===== config.mk =====
export PLATFORM = sky130hd
export DESIGN_NAME = multicycle_ctrl_fsm
export DESIGN_NICKNAME = d
export VERILOG_FILES = /design/src/rtl/multicycle_ctrl_fsm.sv
export SDC_FILE = /design/constraint.sdc
export NUM_CORES = 1
export LEC_CHECK = 0
export CELL_PAD_IN_SITES_DETAIL_PLACEMENT = 1
export CELL_PAD_IN_SITES_GLOBAL_PLACEMENT = 1
export CORE_ASPECT_RATIO = 1.75
export CORE_UTILIZATION = 38
export CTS_CLUSTER_DIAMETER = 200
export DETAILED_ROUTE_END_ITERATION = 7
export GPL_TIMING_DRIVEN = 0
export PLACE_DENSITY_LB_ADDON = 0.1
export SETUP_SLACK_MARGIN = 0.2
export SYNTH_ARGS = -nofsm -noshare
export SYNTH_HDL_FRONTEND = slang
export SYNTH_SLANG_ARGS = --single-unit

===== constraint.sdc =====
create_clock -name clk -period 2.9 [get_ports clk]
set_clock_uncertainty 0.15 [all_clocks]
set_input_delay 0.58 -clock clk [delete_from_list [all_inputs] [get_ports clk]]
set_output_delay 0.58 -clock clk [all_outputs]
set_load 0.005 [all_outputs]

===== src/rtl/multicycle_ctrl_fsm.sv =====
// Multi-cycle MIPS control sequencer: walks each instruction through fetch/decode/execute states,
// drives datapath selects/enables, handshakes with unified memory and counts retired instructions.
module multicycle_ctrl_fsm #(
  parameter int unsigned MEM_WAIT_MAX = 15,
  parameter int unsigned CNT_W        = 32
) (
  input  logic             clk,
  input  logic             rst_n,
  input  logic [5:0]       op,
  input  logic             mem_ready,
  output logic             PCWrite,
  output logic             PCWriteCond,
  output logic             IorD,
  output logic             MemRead,
  output logic             MemWrite,
  output logic             IRWrite,
  output logic             MemToReg,
  output logic             RegDst,
  output logic             RegWrite,
  output logic             AluSrcA,
  output logic [1:0]       AluSrcB,
  output logic [2:0]       AluOp,
  output logic [1:0]       PCSource,
  output logic [3:0]       state_o,
  output logic             trap,
  output logic [CNT_W-1:0] instr_cnt
);

  typedef enum logic [3:0] {
    StFetch  = 4'd0,
    StDecode = 4'd1,
    StMemAdr = 4'd2,
    StMemRd  = 4'd3,
    StMemWb  = 4'd4,
    StMemWr  = 4'd5,
    StExec   = 4'd6,
    StAluWb  = 4'd7,
    StBranch = 4'd8,
    StJump   = 4'd9,
    StAddiEx = 4'd10,
    StAddiWb = 4'd11,
    StTrap   = 4'd15
  } state_e;

  typedef struct packed {
    logic       pc_write;
    logic       pc_write_cond;
    logic       iord;
    logic       mem_read;
    logic       mem_write;
    logic       ir_write;
    logic       mem_to_reg;
    logic       reg_dst;
    logic       reg_write;
    logic       alu_src_a;
    logic [1:0] alu_src_b;
    logic [2:0] alu_op;
    logic [1:0] pc_source;
  } ctrl_t;

  localparam logic [5:0] OpRType = 6'h00;
  localparam logic [5:0] OpJ     = 6'h02;
  localparam logic [5:0] OpBeq   = 6'h04;
  localparam logic [5:0] OpAddi  = 6'h08;
  localparam logic [5:0] OpLw    = 6'h23;
  localparam logic [5:0] OpSw    = 6'h2B;

  localparam logic [1:0] SrcBRt    = 2'b00;
  localparam logic [1:0] SrcBFour  = 2'b01;
  localparam logic [1:0] SrcBImm   = 2'b10;
  localparam logic [1:0] SrcBImmSh = 2'b11;
  localparam logic [2:0] AluAdd    = 3'b000;
  localparam logic [2:0] AluSub    = 3'b001;
  localparam logic [2:0] AluFunct  = 3'b010;
  localparam logic [1:0] PcAluOut  = 2'b01;
  localparam logic [1:0] PcJump    = 2'b10;

  localparam logic [7:0] WaitMax = 8'(MEM_WAIT_MAX);

  state_e           state_q, state_d;
  logic [7:0]       wait_q, wait_d;
  logic [CNT_W-1:0] cnt_q, cnt_d;
  ctrl_t            ctrl, ctrl_out;
  logic             mem_wait;
  logic             timeout;
  logic             retire;

  // A memory state is stalled whenever the handshake has not completed this cycle.
  assign mem_wait = (state_q == StFetch || state_q == StMemRd || state_q == StMemWr) && !mem_ready;
  assign timeout  = mem_wait && (wait_q == WaitMax);

  always_comb begin
    ctrl    = '0;
    state_d = state_q;
    retire  = 1'b0;
    unique case (state_q)
      StFetch: begin
        ctrl.mem_read  = 1'b1;
        ctrl.alu_src_b = SrcBFour;
        ctrl.alu_op    = AluAdd;
        if (mem_ready) begin
          ctrl.ir_write = 1'b1;
          ctrl.pc_write = 1'b1;
          state_d       = StDecode;
        end else if (timeout) begin
          state_d = StTrap;
        end
      end
      StDecode: begin
        ctrl.alu_src_b = SrcBImmSh;
        ctrl.alu_op    = AluAdd;
        case (op)
          OpLw, OpSw: state_d = StMemAdr;
          OpRType:    state_d = StExec;
          OpBeq:      state_d = StBranch;
          OpJ:        state_d = StJump;
          OpAddi:     state_d = StAddiEx;
          default:    state_d = StTrap;
        endcase
      end
      StMemAdr: begin
        ctrl.alu_src_a = 1'b1;
        ctrl.alu_src_b = SrcBImm;
        ctrl.alu_op    = AluAdd;
        if (op == OpLw) begin
          state_d = StMemRd;
        end else if (op == OpSw) begin
          state_d = StMemWr;
        end else begin
          state_d = StTrap;
        end
      end
      StMemRd: begin
        ctrl.mem_read = 1'b1;
        ctrl.iord     = 1'b1;
        if (mem_ready) begin
          state_d = StMemWb;
        end else if (timeout) begin
          state_d = StTrap;
        end
      end
      StMemWr: begin
        ctrl.mem_write = 1'b1;
        ctrl.iord      = 1'b1;
        if (mem_ready) begin
          state_d = StFetch;
          retire  = 1'b1;
        end else if (timeout) begin
          state_d = StTrap;
        end
      end
      StMemWb: begin
        ctrl.reg_write  = 1'b1;
        ctrl.mem_to_reg = 1'b1;
        state_d         = StFetch;
        retire          = 1'b1;
      end
      StExec: begin
        ctrl.alu_src_a = 1'b1;
        ctrl.alu_src_b = SrcBRt;
        ctrl.alu_op    = AluFunct;
        state_d        = StAluWb;
      end
      StAluWb: begin
        ctrl.reg_write = 1'b1;
        ctrl.reg_dst   = 1'b1;
        state_d        = StFetch;
        retire         = 1'b1;
      end
      StBranch: begin
        ctrl.alu_src_a     = 1'b1;
        ctrl.alu_src_b     = SrcBRt;
        ctrl.alu_op        = AluSub;
        ctrl.pc_write_cond = 1'b1;
        ctrl.pc_source     = PcAluOut;
        state_d            = StFetch;
        retire             = 1'b1;
      end
      StJump: begin
        ctrl.pc_write  = 1'b1;
        ctrl.pc_source = PcJump;
        state_d        = StFetch;
        retire         = 1'b1;
      end
      StAddiEx: begin
        ctrl.alu_src_a = 1'b1;
        ctrl.alu_src_b = SrcBImm;
        ctrl.alu_op    = AluAdd;
        state_d        = StAddiWb;
      end
      StAddiWb: begin
        ctrl.reg_write = 1'b1;
        state_d        = StFetch;
        retire         = 1'b1;
      end
      StTrap: begin
        state_d = StTrap;
      end
      default: begin
        state_d = StTrap;
      end
    endcase
  end

  always_comb begin
    wait_d = wait_q;
    if (state_d != state_q) begin
      wait_d = 8'd0;
    end else if (mem_wait) begin
      wait_d = wait_q + 8'd1;
    end
  end

  always_comb begin
    cnt_d = cnt_q;
    if (retire) begin
      cnt_d = cnt_q + CNT_W'(1);
    end
  end

  always_ff @(posedge clk or negedge rst_n) begin
    if (!rst_n) begin
      state_q <= StFetch;
      wait_q  <= 8'd0;
      cnt_q   <= '0;
    end else begin
      state_q <= state_d;
      wait_q  <= wait_d;
      cnt_q   <= cnt_d;
    end
  end

  // Reset masks the controls combinationally so an in-flight write drops without waiting a clock.
  always_comb begin
    ctrl_out = '0;
    if (rst_n) begin
      ctrl_out = ctrl;
    end
  end

  assign PCWrite     = ctrl_out.pc_write;
  assign PCWriteCond = ctrl_out.pc_write_cond;
  assign IorD        = ctrl_out.iord;
  assign MemRead     = ctrl_out.mem_read;
  assign MemWrite    = ctrl_out.mem_write;
  assign IRWrite     = ctrl_out.ir_write;
  assign MemToReg    = ctrl_out.mem_to_reg;
  assign RegDst      = ctrl_out.reg_dst;
  assign RegWrite    = ctrl_out.reg_write;
  assign AluSrcA     = ctrl_out.alu_src_a;
  assign AluSrcB     = ctrl_out.alu_src_b;
  assign AluOp       = ctrl_out.alu_op;
  assign PCSource    = ctrl_out.pc_source;
  assign state_o     = state_q;
  assign trap        = (state_q == StTrap);
  assign instr_cnt   = cnt_q;

endmodule


==> results.json, run 1 <==
{
  "synth_area_sq_mm": 0.00268,
  "syn_nets": 302,
  "die_area_sq_mm": 0.00739,
  "mostFrequentLayoutCell": "clkdlybuf4s50_1",
  "drtPass1Iterations": 6,
  "cpMostUsedCell": "buf_6",
  "path_class": "register to register",
  "synth.distinct_cells": 48,
  "grtUsageTotal_pct": 24.1,
  "grt_overflow": 0,
  "routed_wl_microns": 8350,
  "drive_gt1_share_pct": 20.5,
  "placed_area_sq_mm": 0.00339,
  "drc": 0,
  "vias": 2497,
  "final_cell_mix": "44 x clkdlybuf4s50_1, 43 x dfrtp_1, 25 x nor2_1",
  "core_sq_mm": 0.00686,
  "cts.sinks": 44,
  "power_density_mw_per_mm2": 845,
  "cts_tree": "yes",
  "status": "finished, final reports clean",
  "maxSlewViolCount": 0,
  "critPathCaptureType": "register",
  "hold_violations": 0,
  "io_pins": 63,
  "die_h_microns": 113,
  "grt_pass1_wl_microns": 13500,
  "critPathMaxFanout": 8,
  "slew_headroom_pct": 50.5,
  "worst_pin_slew_ns": 0.737,
  "p_leak_nw": 1.74,
  "antenna_left": 0,
  "fmax_ghz": 0.365,
  "cts_max_path_buffers": 2,
  "synth-edff-count": 0,
  "slowest_stage": "or4b_4",
  "utilization_pct": 57.4,
  "worst-r2r-cell-count": 9,
  "grt_pass1_vias": 2638,
  "initial_utilization_pct": 39.0,
  "syn2layout_area_growth_pct": 47.1,
  "final_area_sq_mm": 0.00393,
  "drt_iter0_markers": 51,
  "clkSlewWorstSetupHoldPaths_ns": 0.07,
  "cp_top_family": "simple AND/OR/NAND/NOR gates",
  "rrSetupSlack_ns": 0.16,
  "crit_arrival_ns": 2.81,
  "path_cells": "buf_6, or4b_4, buf_6, a31oi_4, a21oi_2, mux2i_1, or4_4, buf_12, nor3_4",
  "antenna_found_initial": 0,
  "timing.rr.start": "state_o[3]",
  "worstSkewPairLatency_ns": 0.29,
  "fp.dieW_microns": 65.4,
  "period_share_pct": 94.5,
  "required_ns": 2.97,
  "place_ws_ns": -0.405,
  "viasPerCell": 5.43,
  "finalSetupViolations": 0,
  "drv_cap": 0,
  "avgSynthCellArea_sq_um": 9.19,
  "synthArstFlopShare_pct": 100,
  "grt_max_degree": 19,
  "syn-instance-count": 291,
  "antenna_cells": 0,
  "fin_ws_ns": 0.159,
  "dp_hpwl_microns": 5630,
  "ys.flop_type": "dfrtp_1",
  "cts-root-buf": "clkbuf_16",
  "peakVddDrop_mv": 0.373,
  "r2r_end": "wait_q[2]",
  "yosysSeqAreaShare_pct": 41.2,
  "min_period_ns": 2.74,
  "hp-class": "input port to asynchronous set/reset pin",
  "path_buf_inv": 3,
  "synth_warnings": 0,
  "cp-start-kind": "register",
  "gp_congestion": 0.859,
  "rows": 40,
  "rsz0062_at_grt": "true",
  "max_stage_delay_ns": 0.53,
  "nets": 387,
  "cp_num_cells": 9,
  "htreeDepth": 2,
  "yosys_register_bits": 44,
  "portBuffers": 59,
  "cts_buffers": 5,
  "wl_per_cell_microns": 18.2
}
## cells by family after synthesis
kind of cell	after synthesis	synth area share, %
AOI/OAI and AO/OA	36	9.64
xor gates and xnor gates	42	13.8
adders and majority gates	2	0.935
buffers and inverters	27	5.14
DFF	44	41.2
muxes	3	1.17
other	1	0.140
and+or+nand+nor	136	28.1
## state kept, by name (all words and copies together) (netlist names)
| signal | cells |
|---|---|
| instr_cnt | 32 |
| wait_q | 8 |
| state_o | 4 |
## routing by layer
layer	share of wire [%]	vias to the layer above	track usage, %
met1	37	1253	25.1
li1	-	1181	-
met4	2.7	0	9.86
met3	2.3	15	3.13
met5	0	-	0
met2	58	48	46.3
## synth_stat cells (7+ instances only)
cell	n	area share [%]
nor3_1	7	1.3
nor3_2	8	3.0
nand3_1	21	3.9
xnor2_1	24	7.9
inv_1	8	1.1
dfrtp_1	44	41
nand2_1	25	3.5
nand4_1	9	2.1
and3_1	8	1.9
clkbuf_1	9	1.3
nor2_1	28	3.9
a21oi_1	11	2.1
xor2_1	18	5.9
## how the worst max path moves through the flow
stage | startpoint | end | slack (ns)
2_1_floorplan | mem_ready | wait_q[0] | 0.32
3_3_place_gp | rst_n | PCWrite | -1.97
3_5_place_dp | state_o[3] | AluOp[0] | -0.41
4_1_cts | state_o[3] | wait_q[2] | 0.19
5_1_grt | state_o[3] | wait_q[0] | 0.11
6_report | state_o[3] | wait_q[2] | 0.16
## power by group
| group | leakage, nW | total (mW) | switching (mW) | internal, mW |
|---|---|---|---|---|
| clock | 0.0657 | 0.567 | 0.254 | 0.313 |
| sequential | 0.573 | 0.792 | 0.0963 | 0.696 |
| combinational | 1.10 | 1.96 | 1.01 | 0.953 |
## timing repair
action                                  in CTS  in global routing
endpoints found under the setup margin      31                 23
gates cloned                                 1                  0
buffers inserted                            13                  2
gates resized for setup                     49                 21
pin swaps                                    8                  4
hold endpoints to repair                     3                  0
hold buffers                                 2                  0
## cell type report
type	instances	area, sq um
Fill cell	758	2920
Multi-Input combinational cell	220	1580
Sequential cell	44	1100
Timing Repair Buffer	78	796
Buffer	19	180
Clock buffer	5	125
Tap cell	84	105
Inverter	8	33.8
Clock inverter	2	12.5
## worst reg2reg max path: stages (launching register included)
cell	delay, ns
dfrtp_2	0.44
buf_6	0.15
or4b_4	0.53
buf_6	0.15
a31oi_4	0.15
a21oi_2	0.09
mux2i_1	0.12
or4_4	0.54
buf_12	0.17
nor3_4	0.18
## metrics by stage
| step | hold slack, ns | setup TNS, ns | instances | total power [mW] |
|---|---|---|---|---|
| 5_1_grt | 0.145 | 0 | 460 | 3.49 |
| 3_3_place_gp | 0.309 | -44.23 | 434 | 2.18 |
| 6_report | 0.139 | 0 | 460 | 3.32 |
| 2_1_floorplan | 0.134 | 0 | 291 | 1.67 |
| 4_1_cts | 0.133 | 0 | 458 | 3.10 |
| 3_5_place_dp | 0.330 | -4.10 | 435 | 2.20 |
Note: power is estimated with default switching activity, not from simulation.
==> run 2, diff against run 1 <==
--- a/config.mk
+++ b/config.mk
@@ -8,8 +8,9 @@
 export CELL_PAD_IN_SITES_DETAIL_PLACEMENT = 1
 export CELL_PAD_IN_SITES_GLOBAL_PLACEMENT = 1
 export CORE_ASPECT_RATIO = 1.75
+export CORE_MARGIN = 1.5
 export CORE_UTILIZATION = 38
-export CTS_CLUSTER_DIAMETER = 200
+export CTS_CLUSTER_DIAMETER = 100
 export DETAILED_ROUTE_END_ITERATION = 7
 export GPL_TIMING_DRIVEN = 0
 export PLACE_DENSITY_LB_ADDON = 0.1
==> results.json, run 2 (synthesis gave the netlist of run 1 again) <==
{
  "status": "finished, final reports clean",
  "finalSetupViolations": 0,
  "period_share_pct": 93.0,
  "utilization_pct": 57.6,
  "grt_pass1_wl_microns": 13100,
  "fmax_ghz": 0.371,
  "power_density_mw_per_mm2": 871,
  "hold_violations": 0,
  "grt_pass1_vias": 2712,
  "vias": 2517,
  "mostFrequentLayoutCell": "clkdlybuf4s50_1",
  "p_leak_nw": 1.73,
  "fin_ws_ns": 0.202,
  "drt_iter0_markers": 121,
  "cts_buffers": 5,
  "dp_cells": 435,
  "wl_per_cell_microns": 18.1,
  "peakVddDrop_mv": 0.355,
  "cts.sinks": 44,
  "final_cell_mix": "48 x clkdlybuf4s50_1, 43 x dfrtp_1, 26 x nor2_1",
  "rsz0062_at_grt": "true",
  "drtPass1Iterations": 4,
  "viasPerCell": 5.48,
  "core_sq_mm": 0.00686,
  "cts_tree": "yes",
  "syn2layout_area_growth_pct": 47.7,
  "htreeDepth": 2,
  "setup_tns_ns": 0,
  "fp.dieW_microns": 66.4,
  "clkSlewWorstSetupHoldPaths_ns": 0.06,
  "critPathMaxFanout": 3,
  "rows": 40,
  "critPathCaptureType": "primary output",
  "portBuffers": 59,
  "io_pins": 63,
  "largest_register_ffs": 32,
  "stdcell_count": 459,
  "worstSkewPairLatency_ns": 0.29,
  "drive_gt1_share_pct": 21.1,
  "drc": 0,
  "path_class": "register to primary output",
  "worst_pin_slew_ns": 0.920,
  "nets": 385,
  "grtUsageTotal_pct": 22.6,
  "filler_cell_count": 782,
  "antenna_found_initial": 0,
  "initial_utilization_pct": 39.0,
  "antenna_left": 0,
  "slew_headroom_pct": 38.5,
  "hp-class": "input port to asynchronous set/reset pin",
  "grt_overflow": 0,
  "required_ns": 2.17,
  "grt_max_degree": 29,
  "cts_max_path_buffers": 2,
  "antenna_cells": 0,
  "die_area_sq_mm": 0.00757,
  "gp_congestion": 0.861,
  "dp_hpwl_microns": 5730,
  "place_ws_ns": -0.337,
  "die_h_microns": 114,
  "routed_wl_microns": 8330,
  "crit_arrival_ns": 1.97,
  "cp-start-kind": "register",
  "min_period_ns": 2.70,
  "maxSlewViolCount": 0,
  "cts-root-buf": "clkbuf_16",
  "drv_cap": 0,
  "power_mw": 3.44
}
==> run 2: layout make-up <==
class | instances | area [sq um] | area share, %
Sequential cell | 44 | 1100 | 27.9
Inverter | 8 | 33.8 | 0.855
Multi-Input combinational cell | 220 | 1590 | 40.2
Clock buffer | 6 | 139 | 3.51
Tap cell | 84 | 105 | 2.66
Buffer | 19 | 188 | 4.75
Timing Repair Buffer | 76 | 757 | 19.2
Clock inverter | 2 | 38.8 | 0.982
==> run 2: path summary, 6_finish.rpt <==
kind / from / endpoint / slack [ns] / depth (start not counted)
setup reg to reg: state_o[3] / wait_q[6] / 0.26 / 9
setup / recovery: state_o[2] / IorD / 0.20 / 6
max in group asynchronous: rst_n / instr_cnt[20] / 1.18 / 2
hold reg to reg: instr_cnt[31] / instr_cnt[31] / 0.33 / 1
hold / removal: rst_n / instr_cnt[30] / 0.09 / 2
min in group clk: instr_cnt[31] / instr_cnt[31] / 0.33 / 1
==> run 2: timing repair <==
item,in CTS,in global routing
endpoints found under the hold margin,18,0
buffers inserted,8,7
gates resized for setup,47,24
pin swaps,16,12
endpoints found under the setup margin,32,35
hold buffers,1,0
cloned,0,0
==> run 2: stage by stage <==
stage	instance area [sq um]	hold WS, ns
2_1_floorplan	2680	0.134
3_3_place_gp	3370	0.311
3_5_place_dp	3390	0.320
4_1_cts	3810	0.0864
5_1_grt	3950	0.101
6_report	3950	0.0911
==> run 2: power by group <==
group          switching (mW)  internal (mW)  total, mW
clock                   0.243          0.431      0.674
sequential             0.0911          0.696      0.787
combinational            1.02          0.965       1.98
total                    1.35           2.09       3.44
==> run 2: critical path, stage by stage, from the launching register on <==
cell	delay (ns)
dfrtp_1	0.39
buf_6	0.13
buf_6	0.12
buf_4	0.14
xnor2_1	0.15
nor3_1	0.20
clkdlybuf4s50_1	0.55
==> run 2: layer usage <==
metal / track usage [%] / part of all wire, %
met5: 0 / 0
met3: 3.94 / 3.1
met2: 43.7 / 57
met1: 23.0 / 37
met4: 8.84 / 2.0
